## config.mk

```make
export PLATFORM = sky130hd
export DESIGN_NAME = mem_port_sequencer
export DESIGN_NICKNAME = d
export VERILOG_FILES = /design/src/rtl/mem_port_sequencer.sv
export SDC_FILE = /design/constraint.sdc
export NUM_CORES = 1
export LEC_CHECK = 0
export BUFFER_PORTS_ARGS = -buffer_cell sky130_fd_sc_hd__buf_2
export CAP_MARGIN = 20
export CORE_MARGIN = 10
export CORE_UTILIZATION = 48
export DETAILED_ROUTE_END_ITERATION = 8
export HOLD_SLACK_MARGIN = 0.15
export PLACE_DENSITY = 0.81
export SETUP_SLACK_MARGIN = 0.3
export SYNTH_ARGS = -nofsm -noshare
export SYNTH_HDL_FRONTEND = slang
export SYNTH_SLANG_ARGS = --single-unit
```

## constraint.sdc

```tcl
create_clock -name clk -period 3.2 [get_ports clk]
set_clock_uncertainty 0.1 [all_clocks]
set_input_delay 0.16 -clock clk [delete_from_list [all_inputs] [get_ports clk]]
set_output_delay 0.16 -clock clk [all_outputs]
set_load 0.02 [all_outputs]
```

## src/rtl/mem_port_sequencer.sv

```systemverilog
// mem_port_sequencer
// Arbitrates a write channel and a read channel onto one single-port
// synchronous RAM (read-old-data, q valid one cycle after the address).
// Read data returns through a 3-entry response FIFO. A credit count of
// reads in flight plus queued responses keeps that FIFO from overflowing.
//
// Optional feature: define MEM_INIT_SWEEP_EN to write zero to every RAM
// address after each reset release, with busy high, before any request
// is accepted. Without the macro the block runs as soon as reset releases
// and busy is tied low.
module mem_port_sequencer #(
    parameter int ADDR_BITS = 8,
    parameter int DATA_BITS = 16
) (
    input  logic                 clk,
    input  logic                 resetn,
    input  logic                 wr_valid,
    output logic                 wr_ready,
    input  logic [ADDR_BITS-1:0] wr_addr,
    input  logic [DATA_BITS-1:0] wr_data,
    input  logic                 rd_valid,
    output logic                 rd_ready,
    input  logic [ADDR_BITS-1:0] rd_addr,
    output logic                 rsp_valid,
    input  logic                 rsp_ready,
    output logic [DATA_BITS-1:0] rsp_data,
    output logic [ADDR_BITS-1:0] ram_a,
    output logic                 ram_we,
    output logic [DATA_BITS-1:0] ram_d,
    input  logic [DATA_BITS-1:0] ram_q,
    output logic                 busy
);

    localparam int FIFO_DEPTH = 3;

    // run: requests may be granted; sweeping: the zero-fill owns the RAM.
    // Both are gated by resetn so the channels and the RAM write enable
    // are quiet for as long as reset is held, not just after the next edge.
    logic                 run;
    logic                 sweeping;
    logic [ADDR_BITS-1:0] sweep_addr;

`ifdef MEM_INIT_SWEEP_EN
    typedef enum logic {
        ST_INIT,
        ST_RUN
    } state_t;

    state_t               state;
    state_t               state_next;
    logic [ADDR_BITS-1:0] sweep_addr_next;

    // State register and sweep address; reset mid-sweep restarts at 0
    // NOTE: sequential state uses non-blocking assignments so every flop
    // samples the pre-edge values of the others, whatever the block order.
    always_ff @(posedge clk or negedge resetn) begin
        if (!resetn) begin
            state      <= ST_INIT;
            sweep_addr <= '0;
        end else begin
            state      <= state_next;
            sweep_addr <= sweep_addr_next;
        end
    end

    // Next state: one address per cycle, leave INIT after the last one
    // NOTE: every signal written here gets a default first, so no path
    // through the block leaves it unassigned and no latch is inferred.
    always_comb begin
        state_next      = state;
        sweep_addr_next = sweep_addr;
        case (state)
            ST_INIT: begin
                sweep_addr_next = sweep_addr + 1'b1;
                if (sweep_addr == '1) begin
                    state_next = ST_RUN;
                end
            end
            ST_RUN: begin
                state_next = ST_RUN;
            end
        endcase
    end

    assign sweeping = resetn && (state == ST_INIT);
    assign run      = resetn && (state == ST_RUN);
`else
    assign sweeping   = 1'b0;
    assign sweep_addr = '0;
    assign run        = resetn;
`endif

    assign busy = sweeping;

    // ------------------------------------------------------------------
    // Credits and arbitration
    // ------------------------------------------------------------------
    logic       rd_inflight;   // a read was granted last cycle; q arrives now
    logic [1:0] fifo_cnt;      // queued responses, 0..3
    logic [1:0] credit;        // rd_inflight + fifo_cnt, never above 3
    logic       rd_has_credit;
    logic       wr_prio;       // write wins the next contention
    logic       contention;
    logic       wr_grant;
    logic       rd_grant;

    // Credit comes only from registers, so rsp_ready never reaches rd_ready
    // combinationally; a pop frees its credit one cycle later.
    assign credit        = fifo_cnt + {1'b0, rd_inflight};
    assign rd_has_credit = (credit != 2'd3);

    // A channel is ready unless the other channel is competing and holds
    // the priority. Contention only counts when the read is eligible.
    assign contention = run && wr_valid && rd_valid && rd_has_credit;
    assign wr_ready   = run && !(rd_valid && rd_has_credit && !wr_prio);
    assign rd_ready   = run && rd_has_credit && !(wr_valid && wr_prio);
    assign wr_grant   = wr_valid && wr_ready;
    assign rd_grant   = rd_valid && rd_ready;

    // Round-robin: the winner of a contention loses the next one
    always_ff @(posedge clk or negedge resetn) begin
        if (!resetn) begin
            wr_prio <= 1'b1;
        end else if (contention) begin
            wr_prio <= !wr_prio;
        end
    end

    // RAM port driven straight from the sweep or the granted request
    always_comb begin
        ram_we = 1'b0;
        ram_a  = '0;
        ram_d  = '0;
        if (sweeping) begin
            ram_we = 1'b1;
            ram_a  = sweep_addr;
        end else if (wr_grant) begin
            ram_we = 1'b1;
            ram_a  = wr_addr;
            ram_d  = wr_data;
        end else if (rd_grant) begin
            ram_a  = rd_addr;
        end
    end

    // Track the read whose data shows up on ram_q next cycle
    always_ff @(posedge clk or negedge resetn) begin
        if (!resetn) begin
            rd_inflight <= 1'b0;
        end else begin
            rd_inflight <= rd_grant;
        end
    end

    // ------------------------------------------------------------------
    // Response FIFO (3 entries, pointers wrap modulo 3)
    // ------------------------------------------------------------------
    logic [DATA_BITS-1:0] fifo_mem [FIFO_DEPTH];
    logic [1:0]           wr_ptr;
    logic [1:0]           rd_ptr;
    logic                 push;
    logic                 pop;

    function automatic logic [1:0] ptr_inc(input logic [1:0] ptr);
        return (ptr == 2'(FIFO_DEPTH - 1)) ? 2'd0 : ptr + 2'd1;
    endfunction

    // The credit limit guarantees a slot for every in-flight read, so a
    // push never meets a full FIFO.
    assign push      = rd_inflight;
    assign pop       = rsp_valid && rsp_ready;
    assign rsp_valid = (fifo_cnt != 2'd0);
    assign rsp_data  = fifo_mem[rd_ptr];

    // Capture returning RAM data into the slot at the write pointer
    // NOTE: the storage array has no reset; emptiness is carried by the
    // reset count and pointers, so stale words are never presented.
    always_ff @(posedge clk) begin
        if (push) begin
            fifo_mem[wr_ptr] <= ram_q;
        end
    end

    // Pointers and occupancy; simultaneous push and pop leave count alone
    always_ff @(posedge clk or negedge resetn) begin
        if (!resetn) begin
            wr_ptr   <= 2'd0;
            rd_ptr   <= 2'd0;
            fifo_cnt <= 2'd0;
        end else begin
            if (push) begin
                wr_ptr <= ptr_inc(wr_ptr);
            end
            if (pop) begin
                rd_ptr <= ptr_inc(rd_ptr);
            end
            case ({push, pop})
                2'b10:   fifo_cnt <= fifo_cnt + 2'd1;
                2'b01:   fifo_cnt <= fifo_cnt - 2'd1;
                default: fifo_cnt <= fifo_cnt;
            endcase
        end
    end

endmodule

```

# Yosys cells after proc, flatten, opt, wreduce, memory -nomap -nowiden
# Memories as Yosys holds them, arrays and structs flattened.
# Index checks and enable logic that the tools add are counted.
# totals
reg_bits	8
ram_bits	48
input_bits	53
n_memories	1
# op_classes
n_addsub	5
eq_ne	5
mux	9
n_reduce_logical	17
# mem_list
memory	depth	width	rd	rd_ports_with_merged_regs	write_ports	line	text
fifo_mem	3	16	1	0	1	158	logic [DATA_BITS-1:0] fifo_mem [FIFO_DEPTH];
# ops
operator	n
two-way mux 16 bit	1
two-way mux 8 bit	2
logical AND 1 bit	12
adder 2 x 1 -> 2 bit (second input constant)	3
equality test 2 bit (second input constant)	3
two-way mux 2 bit	2
one-hot mux 2 bit (2 select lines)	1
nonzero test 2 bit	2
zero test 1 bit	3
two-way mux 1 bit	3
adder 2 x 1 -> 2 bit	1
equality test 2 x 1 -> 1 bit (second input constant)	1
inequality test 2 bit (second input constant)	1
subtractor 2 x 1 -> 2 bit (second input constant)	1

# Logic depth before layout (Yosys ltp)
# Gate-level depths: netlist (run 1).
# depth
word_depth	8
depth_mapped	6
mapped_depth_nobuf	6

# Least setup slack after synthesis (run 1)
# OpenSTA, ideal clock, no wires.
# synth_path
path_kind	register to register
from	register rd_inflight, in the netlist push
to	memory fifo_mem[2][0], enable pin
arrival_time_ns	1.678
setup_slack_ns	1.009
stages_incl_launch_ff	3
path_cell_list	dfrtp_1 inv_1 nor3b_1
# synth_between
elab_chain_len	2
# synth_lines
element	line	text
start: declaration	98	logic rd_inflight;
start signal: assignment	151	rd_inflight <= rd_grant;
two-way mux 1 bit	179	if (push) begin
two-way mux 1 bit (implied by the code)	180	fifo_mem[wr_ptr] <= ram_q;
end: declaration	158	
# No other way between the ends.

# Worst setup path after layout (run 1)
# layout_path
from	register fifo_cnt[0]
to	output port ram_a[5]
# layout_between
elab_chain_len	8
# layout_lines
element	line	text
start: declaration	99	logic [1:0] fifo_cnt;
start signal: assignment	198	2'b10: fifo_cnt <= fifo_cnt + 2'd1;
start signal: assignment	199	2'b01: fifo_cnt <= fifo_cnt - 2'd1;
start signal: assignment	200	default: fifo_cnt <= fifo_cnt;
adder 2 x 1 -> 2 bit (*)	109	assign credit = fifo_cnt + {1'b0, rd_inflight};
inequality test 2 bit (*)	110	assign rd_has_credit = (credit != 2'd3);
logical AND 1 bit (2 in a row)	115	assign wr_ready = run && !(rd_valid && rd_has_credit && !wr_prio);
zero test 1 bit	115	
logical AND 1 bit	115	
logical AND 1 bit	117	assign wr_grant = wr_valid && wr_ready;
two-way mux 8 bit (*)	137	end else if (wr_grant) begin
end: declaration	27	output logic [ADDR_BITS-1:0] ram_a,
# Every way passes the cells marked *; elsewhere a longest branch is shown, timed or not.

==> summary.md, run 1 <==
| Metric | Value |
|---|---|
| First-pass GRT wire length | 9.54 mm |
| Hold path depth | 3 |
| Synth-to-Final Area Change | 32.7% |
| Final Hold Violating Endpoints | 0 |
| Combinational fraction of design power | 40.3% |
| Setup Crit Path Kind | flop to output port |
| Setup violations, final | 0 |
| Initial antenna violation count | 0 |
| Least-Margin Pin Slew | 1.00 ns |
| Die Wd | 92.0 um |
| Top Ports | 98 |
| Detailed Route Iter0 Violations | 51 |
| Clock Sinks | 56 |
| Drt via density | 4.94 |
| Launching point of the worst reg2reg path | fifo_cnt[1]$_DFFE_PN0P_ |
| CTS HTree Levels | 2 |
| Grt ovf | 0 |
| YS warnings | 0 |
| R2r setup slk | 1.46 ns |
| Vias in the first global route | 2034 |
| Crit. Startpoint | fifo_cnt[0]$_DFFE_PN0P_ |
| Fin crit period | 2.41 ns |
| Worst-Skew Late Latency | 0.30 ns |
| Max-cap viol count | 0 |
| Core area | 0.00507 mm2 |
| Max-slew violations | 0 |
| Pleak | 1.47 nW |
| Detailed Place HPWL | 4.19 mm |
| Worst hold path endpoint | rd_ptr[0]$_DFFE_PN0P_ |
| RePlAce Congestion | 0.738 |
| FMAX | 0.415 GHz |
| Post-route setup TNS | 0 ns |
| Site Rows | 26 |
| Vias after detailed routing | 1877 |
| Required time worst endpoint | 2.94 ns |
| ANT cells | 0 |
| Synth top area cells | edfxtp_1 58%, dfrtp_1 7.0%, mux2i_1 6.4% |
| Wire per inst | 15.0 um |
| Final antenna-violating net count | 0 |
| Post-Synthesis Cell Area | 0.00249 mm2 |
| Share of the synthesized area in the top cell type | 57.9% |
| Yosys top cell by area | edfxtp_1 |
| Sequential share of power | 44.3% |
| Hold WC Path Type | input port to flop |
| PortBufs | 96 |
| Leading cell types by count after synthesis | 48 x edfxtp_1, 35 x nand2_1, 18 x o21ai_0, 16 x mux2i_1, 10 x and3_1 |
| Sw Share | 39.6% |
| CP Data Arrival Time | 2.15 ns |
| Worst setup SP type | flop |
| Post-synthesis cell type count | 31 |
| Clock share of power | 15.4% |
| 1st-pass router iterations | 4 |
| RSZ-0062 raised after global routing | no |
| Fin crit share | 75.3% |
| CTS resizes | 0 |
| CTS root buf | clkbuf_8 |
| Count leader, synth | edfxtp_1 |
| Die H | 92.0 um |
| Min-delay src | rsp_ready |
| CTS clk-pin slew, worst paths | 0.09 ns |
| Largest net degree at the start of global routing | 43 |
| CTS Buf Count | 5 |
| Die area | 0.00846 mm2 |
| Max FO, Critical Path | 9 |
| Setup bufs post-CTS | 0 |
| Register area share after synthesis | 66.0% |
| Final wirelength | 5.72 mm |
| Syn Inst Count | 197 |
| Pwr dens | 725 mW/mm2 |
| Pwr Total | 2.39 mW |
| IR Drop Worst-Case VDD | 0.337 mV |
| Int Power | 1.45 mW |
| Status | complete, no violations |
| Primary FF master, synth | edfxtp_1 |
| Synthesized flop and latch total | 56 |
| CTS max path bufs | 2 |
| CTS tree | yes |
| Relative slew slack | 33.2% |
| Psw | 0.947 mW |
| Reg2reg end | fifo_cnt[1]$_DFFE_PN0P_ |
| Nets | 364 |
| Worst setup EP type | output port |
| Number of synthesized flops with an enable pin | 48 |
| R2r worst-path depth | 5 |
| Initial Util | 49.0% |
| Post-synth ARST share | 14.3% |
| DRC violations left | 0 |
| Layout cell share with drive strength beyond 1 | 39.0% |
| Syn Nets | 252 |
| GRT Total Usage | 13.7% |
| Syn_area_per_cell | 12.6 um2 |
-- area by class of cell --
cell class              instances  area, um2
flip-flops and latches         56       1640
repair buffers                118        693
fillers                       377       1770
well taps                      70       87.6
clock inverters                 3       21.3
multi-input cells             123        769
clock buffers                   5       68.8
inverters                       5       18.8
-- critical path, cell delays in order (launching register included) --
cell and delay, ns:
dfrtp_1 0.44, ha_1 0.37, and2_1 0.18, a211oi_2 0.50, o22ai_1 0.18, buf_2 0.19
-- sequential cells by signal, indices dropped and copies added (netlist names) --
name and cells:
fifo_cnt 2, fifo_mem 48, push 1, rd_ptr 2
wr_prio 1, wr_ptr 2
-- worst max path at each step --
stage | to | slack, ns | depth (start not counted)
2_1_floorplan | fifo_mem[2][0]$_DFFE_PP_ | 1.01 | 2
3_3_place_gp | ram_d[1] | 1.17 | 5
3_5_place_dp | ram_a[7] | 1.11 | 5
4_1_cts | ram_a[7] | 0.79 | 5
5_1_grt | ram_a[4] | 0.63 | 5
6_report | ram_a[5] | 0.79 | 5
-- through the flow --
| stage | util [%] | worst slack, ns | hold WS, ns | area, um2 | instances |
|---|---|---|---|---|---|
| after floorplan | - | 1.01 | -0.236 | 2490 | 197 |
| after global placement | 59.5 | 1.17 | 0.0815 | 3020 | 353 |
| after detailed placement | 59.5 | 1.11 | 0.0883 | 3020 | 353 |
| after CTS | 65.1 | 0.795 | 0.189 | 3300 | 380 |
| after global routing | 65.1 | 0.628 | 0.206 | 3300 | 380 |
| final | 65.1 | 0.791 | 0.191 | 3300 | 380 |
-- cells in the final DEF (no fill, tap or decap), types with 2 or more instances in the layout --
cell type,netlist,routed
ha_1,2,2
buf_4,2,3
nor2_1,4,4
a21oi_1,3,3
and3_1,10,10
clkbuf_8,0,5
dlygate4sd3_1,0,19
and3_2,6,6
o22ai_1,8,8
mux2i_1,16,16
buf_2,2,96
xnor2_1,3,3
a211o_2,2,2
inv_1,5,5
nand2_1,35,35
o21ai_0,18,18
and2_1,2,2
dfrtp_1,7,7
edfxtp_1,48,48
a21o_1,3,3
-- kinds of logic (layout without fill, tap and decap cells) --
family          count (synthesis)  after routing  synth area share, %
compound gates                 36             36                 8.75
xor+xnor                        5              5                 2.06
fa+ha+maj                       2              2                 1.01
buf+inv                        18            131                 3.42
flops                          56             56                 66.0
mux                            16             16                 6.44
other cells                     1              1                0.151
simple gates                   63             63                 12.1
-- timing repair --
| action | 4_1_cts | 5_1_grt |
|---|---|---|
| hold buffers | 19 | 0 |
| endpoints found under the hold margin | 57 | 0 |
| endpoints found under the setup margin | 0 | 0 |
-- routing by layer --
metal  wire length [um]  track usage, %  part of all wire (%)
met4                 66            3.86                   1.2
met2               2730            23.4                    48
met3                606            6.28                    11
met1               2310            15.1                    40
met5                  0               0                     0
-- power groups by stage --
stage | Sequential (mW) | Combinational [mW] | Clock (mW)
after floorplan | 0.961 | 0.762 | 0
after global placement | 1.07 | 0.938 | 0
after detailed placement | 1.08 | 0.957 | 0
after CTS | 1.06 | 0.978 | 0.381
after global routing | 1.09 | 1.06 | 0.407
final | 1.06 | 0.964 | 0.369
Note: power is estimated with default switching activity, not from simulation.
==> run 2, diff against run 1 <==
clock period = 2.4 ns   (was 3.2 ns; I/O delays follow)
==> summary.md, run 2 (synthesized netlist as in run 1, its figures left out) <==
| Metric | Value |
|---|---|
| CTS max path bufs | 2 (unchanged) |
| Detailed Place HPWL | 4.20 mm (+0.36%) |
| Largest net degree at the start of global routing | 34 (-21%) |
| Design area | 0.00365 mm2 (+11%) |
| Clock Sinks | 56 (unchanged) |
| Biggest register | fifo_mem |
| CTS clk-pin slew, worst paths | 0.09 ns (about the same) |
| Max FO, Critical Path | 9 (unchanged) |
| Most common cell after layout, fill and taps aside | buf_2 |
| Detailed Route Iter0 Violations | 116 (+130%) |
| Die Wd | 92.0 um (unchanged) |
| Pwr dens | 992 mW/mm2 (+37%) |
| CTS tree | yes |
| Wire per inst | 16.9 um (+12%) |
| Max-cap viol count | 0 (unchanged) |
| Top Ports | 98 (unchanged) |
| Synth-to-Final Area Change | 46.9% |
| RSZ-0062 raised after global routing | yes |
| Site Rows | 26 (unchanged) |
| Min-delay src | rsp_ready |
| Placed insts | 357 (+1.1%) |
| Fin crit period | 2.17 ns |
| Die H | 92.0 um (unchanged) |
| IR Drop Worst-Case VDD | 0.561 mV (+67%) |
| Initial Util | 49.0% (unchanged) |
| Vias in the first global route | 2122 (+4.3%) |
| PortBufs | 96 (unchanged) |
| Max reg flops | 48 (unchanged) |
| CTS root buf | clkbuf_8 |
| Worst hold path endpoint | rd_ptr[0]$_DFFE_PN0P_ |
| Setup Crit Path Kind | flop to output port |
| Max-slew violations | 0 (unchanged) |
| Initial antenna violation count | 1 (+1) |
| Final wirelength | 6.61 mm (+16%) |
| CTS HTree Levels | 2 (unchanged) |
| GRT Total Usage | 14.3% (+0.53 points) |
| Hold path depth | 3 (unchanged) |
| Vias after detailed routing | 1968 (+4.8%) |
| Post-route setup TNS | 0 ns (unchanged) |
| R2r worst-path depth | 7 (+2) |
| Hold WC Path Type | input port to flop |
| R2r setup slk | 0.51 ns (-0.95 ns) |
| Worst setup EP type | output port |
| Grt ovf | 0 (unchanged) |
| Launching point of the worst reg2reg path | fifo_cnt[0]$_DFFE_PN0P_ |
| Fin crit share | 90.3% |
| Required time worst endpoint | 2.18 ns (-0.76 ns) |
| Nets | 374 (+2.7%) |
| 1st-pass router iterations | 4 (unchanged) |
| First-pass GRT wire length | 9.77 mm (+2.5%) |
| Final Hold Violating Endpoints | 0 (unchanged) |
| Worst setup SP type | flop |
| DRC violations left | 0 (unchanged) |
| Pwr Total | 3.63 mW (+51%) |
| CTS Buf Count | 5 (unchanged) |
| Status | complete, no violations |
| Die area | 0.00846 mm2 (unchanged) |
| Placed Area | 0.00305 mm2 (+0.99%) |
| Pleak | 1.55 nW (+5.8%) |
| RePlAce Congestion | 0.737 (-0.14%) |
| Worst hold margin | 0.164 ns (-0.0272 ns) |
| Setup violations, final | 0 (unchanged) |
| Core area | 0.00507 mm2 (unchanged) |
| Layout cell share with drive strength beyond 1 | 44.7% (+5.7 points) |
| Reg2reg end | fifo_cnt[1]$_DFFE_PN0P_ |
| Final antenna-violating net count | 0 (unchanged) |
| Worst-Skew Late Latency | 0.30 ns (about the same) |
| FMAX | 0.461 GHz |
| Non-filler cells, final | 391 (+2.9%) |
| Commonest non-fill, non-tap cells in the layout | 78 x buf_2, 48 x edfxtp_1, 35 x nand2_1, 20 x dlygate4sd3_1 |
| Drt via density | 5.03 (+1.9%) |
| CP Data Arrival Time | 1.95 ns (-0.20 ns) |
## run 2: cell types whose count changed in the layout (fill, tap and decap cells not counted), sizes merged
| cell | change |
|---|---|
| buf | +8 |
| a211o | +1 |
| bufinv | +1 |
| clkinv | +1 |
| clkinvlp | -1 |
| diode | +1 |
| dlygate4sd3 | +1 |
| inv | -1 |
## run 2: routing by layer
| layer | vias to the layer above | global-route usage (%) | part of all wire (%) |
|---|---|---|---|
| met4 | 0 | 4.11 | 2.2 |
| li1 | 959 | - | - |
| met5 | - | 0 | 0 |
| met2 | 89 | 25.9 | 50 |
| met3 | 11 | 8.07 | 11 |
| met1 | 909 | 13.4 | 36 |
## run 2: critical path: stages, from the launching register on
cell     delay, ns
dfrtp_1       0.44
ha_4          0.20
xor2_4        0.18
a211o_4       0.44
o22ai_1       0.17
buf_2         0.21
## run 2: where the power goes
| part | leakage (nW) | switching [mW] | internal [mW] |
|---|---|---|---|
| Combinational | 0.963 | 0.975 | 0.730 |
| Clock | 0.0558 | 0.278 | 0.309 |
| Sequential | 0.531 | 0.129 | 1.21 |
| Total | 1.55 | 1.38 | 2.25 |
## run 2: through the flow
stage | util, % | worst slack (ns)
6_report | 72.0 | 0.232
5_1_grt | 72.0 | 0.187
4_1_cts | 67.5 | 0.296
3_5_place_dp | 60.1 | 0.407
3_3_place_gp | 60.1 | 0.426
2_1_floorplan | - | 0.524
## run 2: layout make-up
cell class / count / area [um2]
diodes: 1 / 2.50
clock buffers: 5 / 68.8
clock inverters: 3 / 42.5
fillers: 342 / 1420
inverters: 5 / 18.8
multi-input cells: 124 / 915
flip-flops and latches: 56 / 1640
well taps: 70 / 87.6
repair buffers: 127 / 876
## run 2: repair_timing
item                                   in CTS  in global routing
setup endpoints to repair                  25                 25
pin swaps                                   1                 16
cloned                                      1                  1
setup buffers                               1                  2
hold buffers                               20                  0
resized for setup                           6                 55
endpoints found under the hold margin      58                  0
## run 2: how the worst max path moves through the flow
stage / startpoint / to / cells past startpoint
2_1_floorplan: fifo_cnt[0]$_DFFE_PN0P_ / ram_d[10] / 5
3_3_place_gp: fifo_cnt[0]$_DFFE_PN0P_ / ram_d[0] / 5
3_5_place_dp: fifo_cnt[0]$_DFFE_PN0P_ / ram_d[15] / 5
4_1_cts: fifo_cnt[0]$_DFFE_PN0P_ / ram_d[15] / 5
5_1_grt: push$_DFF_PN0_ / ram_a[5] / 6
6_report: push$_DFF_PN0_ / ram_a[5] / 5
==> run 3, diff against run 2 <==
ABC_AREA = 1   (was default)
CORE_UTILIZATION = 49   (was 48)
PLACE_DENSITY = 0.82   (was 0.81)
==> summary.md, run 3 <==
| Metric | Value |
|---|---|
| Die H | 92.4 um (+0.47%) |
| Detailed Route Iter0 Violations | 84 (-28%) |
| Initial Util | 50.3% (+1.3 points) |
| CTS clk-pin slew, worst paths | 0.10 ns (about the same) |
| Die Wd | 92.4 um (+0.47%) |
| Worst hold margin | 0.178 ns (+0.0142 ns) |
| ANT cells | 0 (-1) |
| Syn Inst Count | 235 (+19%) |
| CTS max path bufs | 2 (unchanged) |
| Fin crit period | 2.07 ns (-0.102 ns) |
| PortBufs | 96 (unchanged) |
| Yosys top cell by area | edfxtp_1 |
| DRC violations left | 0 (unchanged) |
| RSZ-0062 raised after global routing | yes |
| RePlAce Congestion | 0.752 (+2.0%) |
| Worst setup SP type | flop |
| Post-Synthesis Cell Area | 0.00257 mm2 (+3.3%) |
| Primary FF master, synth | edfxtp_1 |
| Wire per inst | 14.6 um (-14%) |
| Share of the synthesized area in the top cell type | 56.1% (-1.9 points) |
| Pre-CTS setup slack | 0.556 ns (+0.149 ns) |
| Post-route setup TNS | 0 ns (unchanged) |
| Detailed Place HPWL | 4.21 mm (+0.30%) |
| Largest net degree at the start of global routing | 19 (-44%) |
| Max FO, Critical Path | 7 (-2) |
| Pleak | 1.67 nW (+7.7%) |
| GRT Total Usage | 13.1% (-1.1 points) |
| Syn Nets | 290 (+15%) |
| Placed Area | 0.00312 mm2 (+2.3%) |
| Biggest register | fifo_mem |
| Worst setup EP type | output port |
| Post-synthesis cell type count | 30 (-3.2%) |
| CTS Buf Count | 5 (unchanged) |
| Final core occ | 70.4% (-1.6 points) |
| Final Hold Violating Endpoints | 0 (unchanged) |
| Least-Margin Pin Slew | 0.625 ns |
| Setup violations, final | 0 (unchanged) |
| CTS HTree Levels | 2 (unchanged) |
| CTS root buf | clkbuf_8 |
| Max-slew violations | 0 (unchanged) |
| Required time worst endpoint | 2.18 ns (about the same) |
| Nets | 422 (+13%) |
| Pwr dens | 945 mW/mm2 (-4.8%) |
| CTS tree | yes |
| Top Ports | 98 (unchanged) |
| Leading cell types by count after synthesis | 66 x nand2_1, 48 x edfxtp_1, 30 x inv_1, 25 x nand3_1 |
| Commonest non-fill, non-tap cells in the layout | 87 x buf_2, 66 x nand2_1, 48 x edfxtp_1, 30 x inv_1, 25 x nand3_1 |
| YS warnings | 0 (unchanged) |
| Final wirelength | 6.40 mm (-3.1%) |
| Vias in the first global route | 1939 (-8.6%) |
| Site Rows | 26 (unchanged) |
| Vias after detailed routing | 2051 (+4.2%) |
| Initial antenna violation count | 0 (-1) |
| IR Drop Worst-Case VDD | 0.465 mV (-17%) |
| Die area | 0.00854 mm2 (+0.95%) |
| Status | complete, no violations |
| CP Data Arrival Time | 1.85 ns (-0.10 ns) |
| Non-filler cells, final | 438 (+12%) |
| Count leader, synth | nand2_1 |
| Relative slew slack | 58.3% |
| Synth top area cells | edfxtp_1 56%, nand2_1 9.6%, dfrtp_1 6.8% |
| Pwr Total | 3.40 mW (-6.3%) |
| Setup ws final | 0.334 ns (+0.102 ns) |
| Drt via density | 4.68 (-7.0%) |
| 1st-pass router iterations | 4 (unchanged) |
| Fin crit share | 86.1% (-4.2 points) |
| Core area | 0.00511 mm2 (+0.64%) |
| Syn_area_per_cell | 10.9 um2 (-13%) |
| Grt ovf | 0 (unchanged) |
| Setup Crit Path Kind | flop to output port |
| Post-synth ARST share | 14.3% (unchanged) |
| Max-cap viol count | 0 (unchanged) |
| Register area share after synthesis | 63.9% (-2.1 points) |
| Design area | 0.00360 mm2 (-1.6%) |
| Worst-Skew Late Latency | 0.32 ns (+0.02 ns) |
| FMAX | 0.484 GHz (+4.9%) |
| Most common cell after layout, fill and taps aside | buf_2 |
| Max reg flops | 48 (unchanged) |
| Synth-to-Final Area Change | 40.0% |
| R2r worst-path depth | 8 (+1) |
| Placed insts | 398 (+11%) |
| First-pass GRT wire length | 8.98 mm (-8.1%) |
| Number of synthesized flops with an enable pin | 48 (unchanged) |
| Final antenna-violating net count | 0 (unchanged) |
| Synthesized flop and latch total | 56 (unchanged) |
| Hold WC Path Type | input port to async pin |
| Layout cell share with drive strength beyond 1 | 41.0% (-3.7 points) |
| Clock Sinks | 56 (unchanged) |
run 3: worst max-delay path, stage by stage, from the launching register on:
cell     delay, ns
dfrtp_2       0.46
ha_4          0.17
inv_1         0.06
nand2_2       0.06
nand3_4       0.13
nand3_4       0.15
buf_12        0.18
nand2_4       0.12
nor2_2        0.05
buf_4         0.16
run 3: what timing repair did:
item,CTS,global route
resized for setup,1,21
setup buffers,2,8
hold buffers,19,1
endpoints found under the hold margin,60,8
cloned,0,2
endpoints found under the setup margin,17,24
pin swaps,1,2
run 3: worst paths after layout:
kind | start | endpoint | slack (ns)
min in group clk | wr_valid | wr_prio$_DFFE_PN1P_ | 0.39
worst min-delay path | resetn | push$_DFF_PN0_ | 0.18
worst max register to register | fifo_cnt[0]$_DFFE_PN0P_ | fifo_cnt[1]$_DFFE_PN0P_ | 0.46
worst min register to register | wr_prio$_DFFE_PN1P_ | wr_prio$_DFFE_PN1P_ | 0.41
worst max-delay path | fifo_cnt[0]$_DFFE_PN0P_ | ram_d[5] | 0.33
max in group asynchronous | resetn | wr_prio$_DFFE_PN1P_ | 1.72
run 3: power by group:
group	switching, mW	leakage (nW)	internal [mW]
registers	0.0744	0.531	1.21
logic	1.01	1.09	0.596
clock network	0.297	0.0445	0.207
total	1.38	1.67	2.02
run 3: final cells by class:
class,instances,area [um2]
Tap cell,70,87.6
Inverter,32,121
Clock buffer,5,68.8
Fill cell,350,1510
Timing Repair Buffer,132,840
Clock inverter,3,21.3
Multi-Input combinational cell,140,815
Sequential cell,56,1640
run 3: logic make-up (layout without fill, tap and decap cells):
family | after synthesis | count (layout) | share of synthesized area (%)
and+or+nand+nor | 126 | 128 | 24.9
DFF | 56 | 56 | 63.9
buffers and inverters | 41 | 172 | 7.64
AOI/OAI and AO/OA | 7 | 7 | 1.70
adders and majority gates | 2 | 2 | 0.974
xor gates and xnor gates | 2 | 2 | 0.682
other | 1 | 1 | 0.146
run 3: layer usage:
layer	GRT usage (%)	up-vias	share of wire, %
met5	0	-	0
met4	6.30	0	2.5
met3	4.12	12	5.2
met2	23.3	64	53
met1	13.8	937	40
li1	-	1038	-
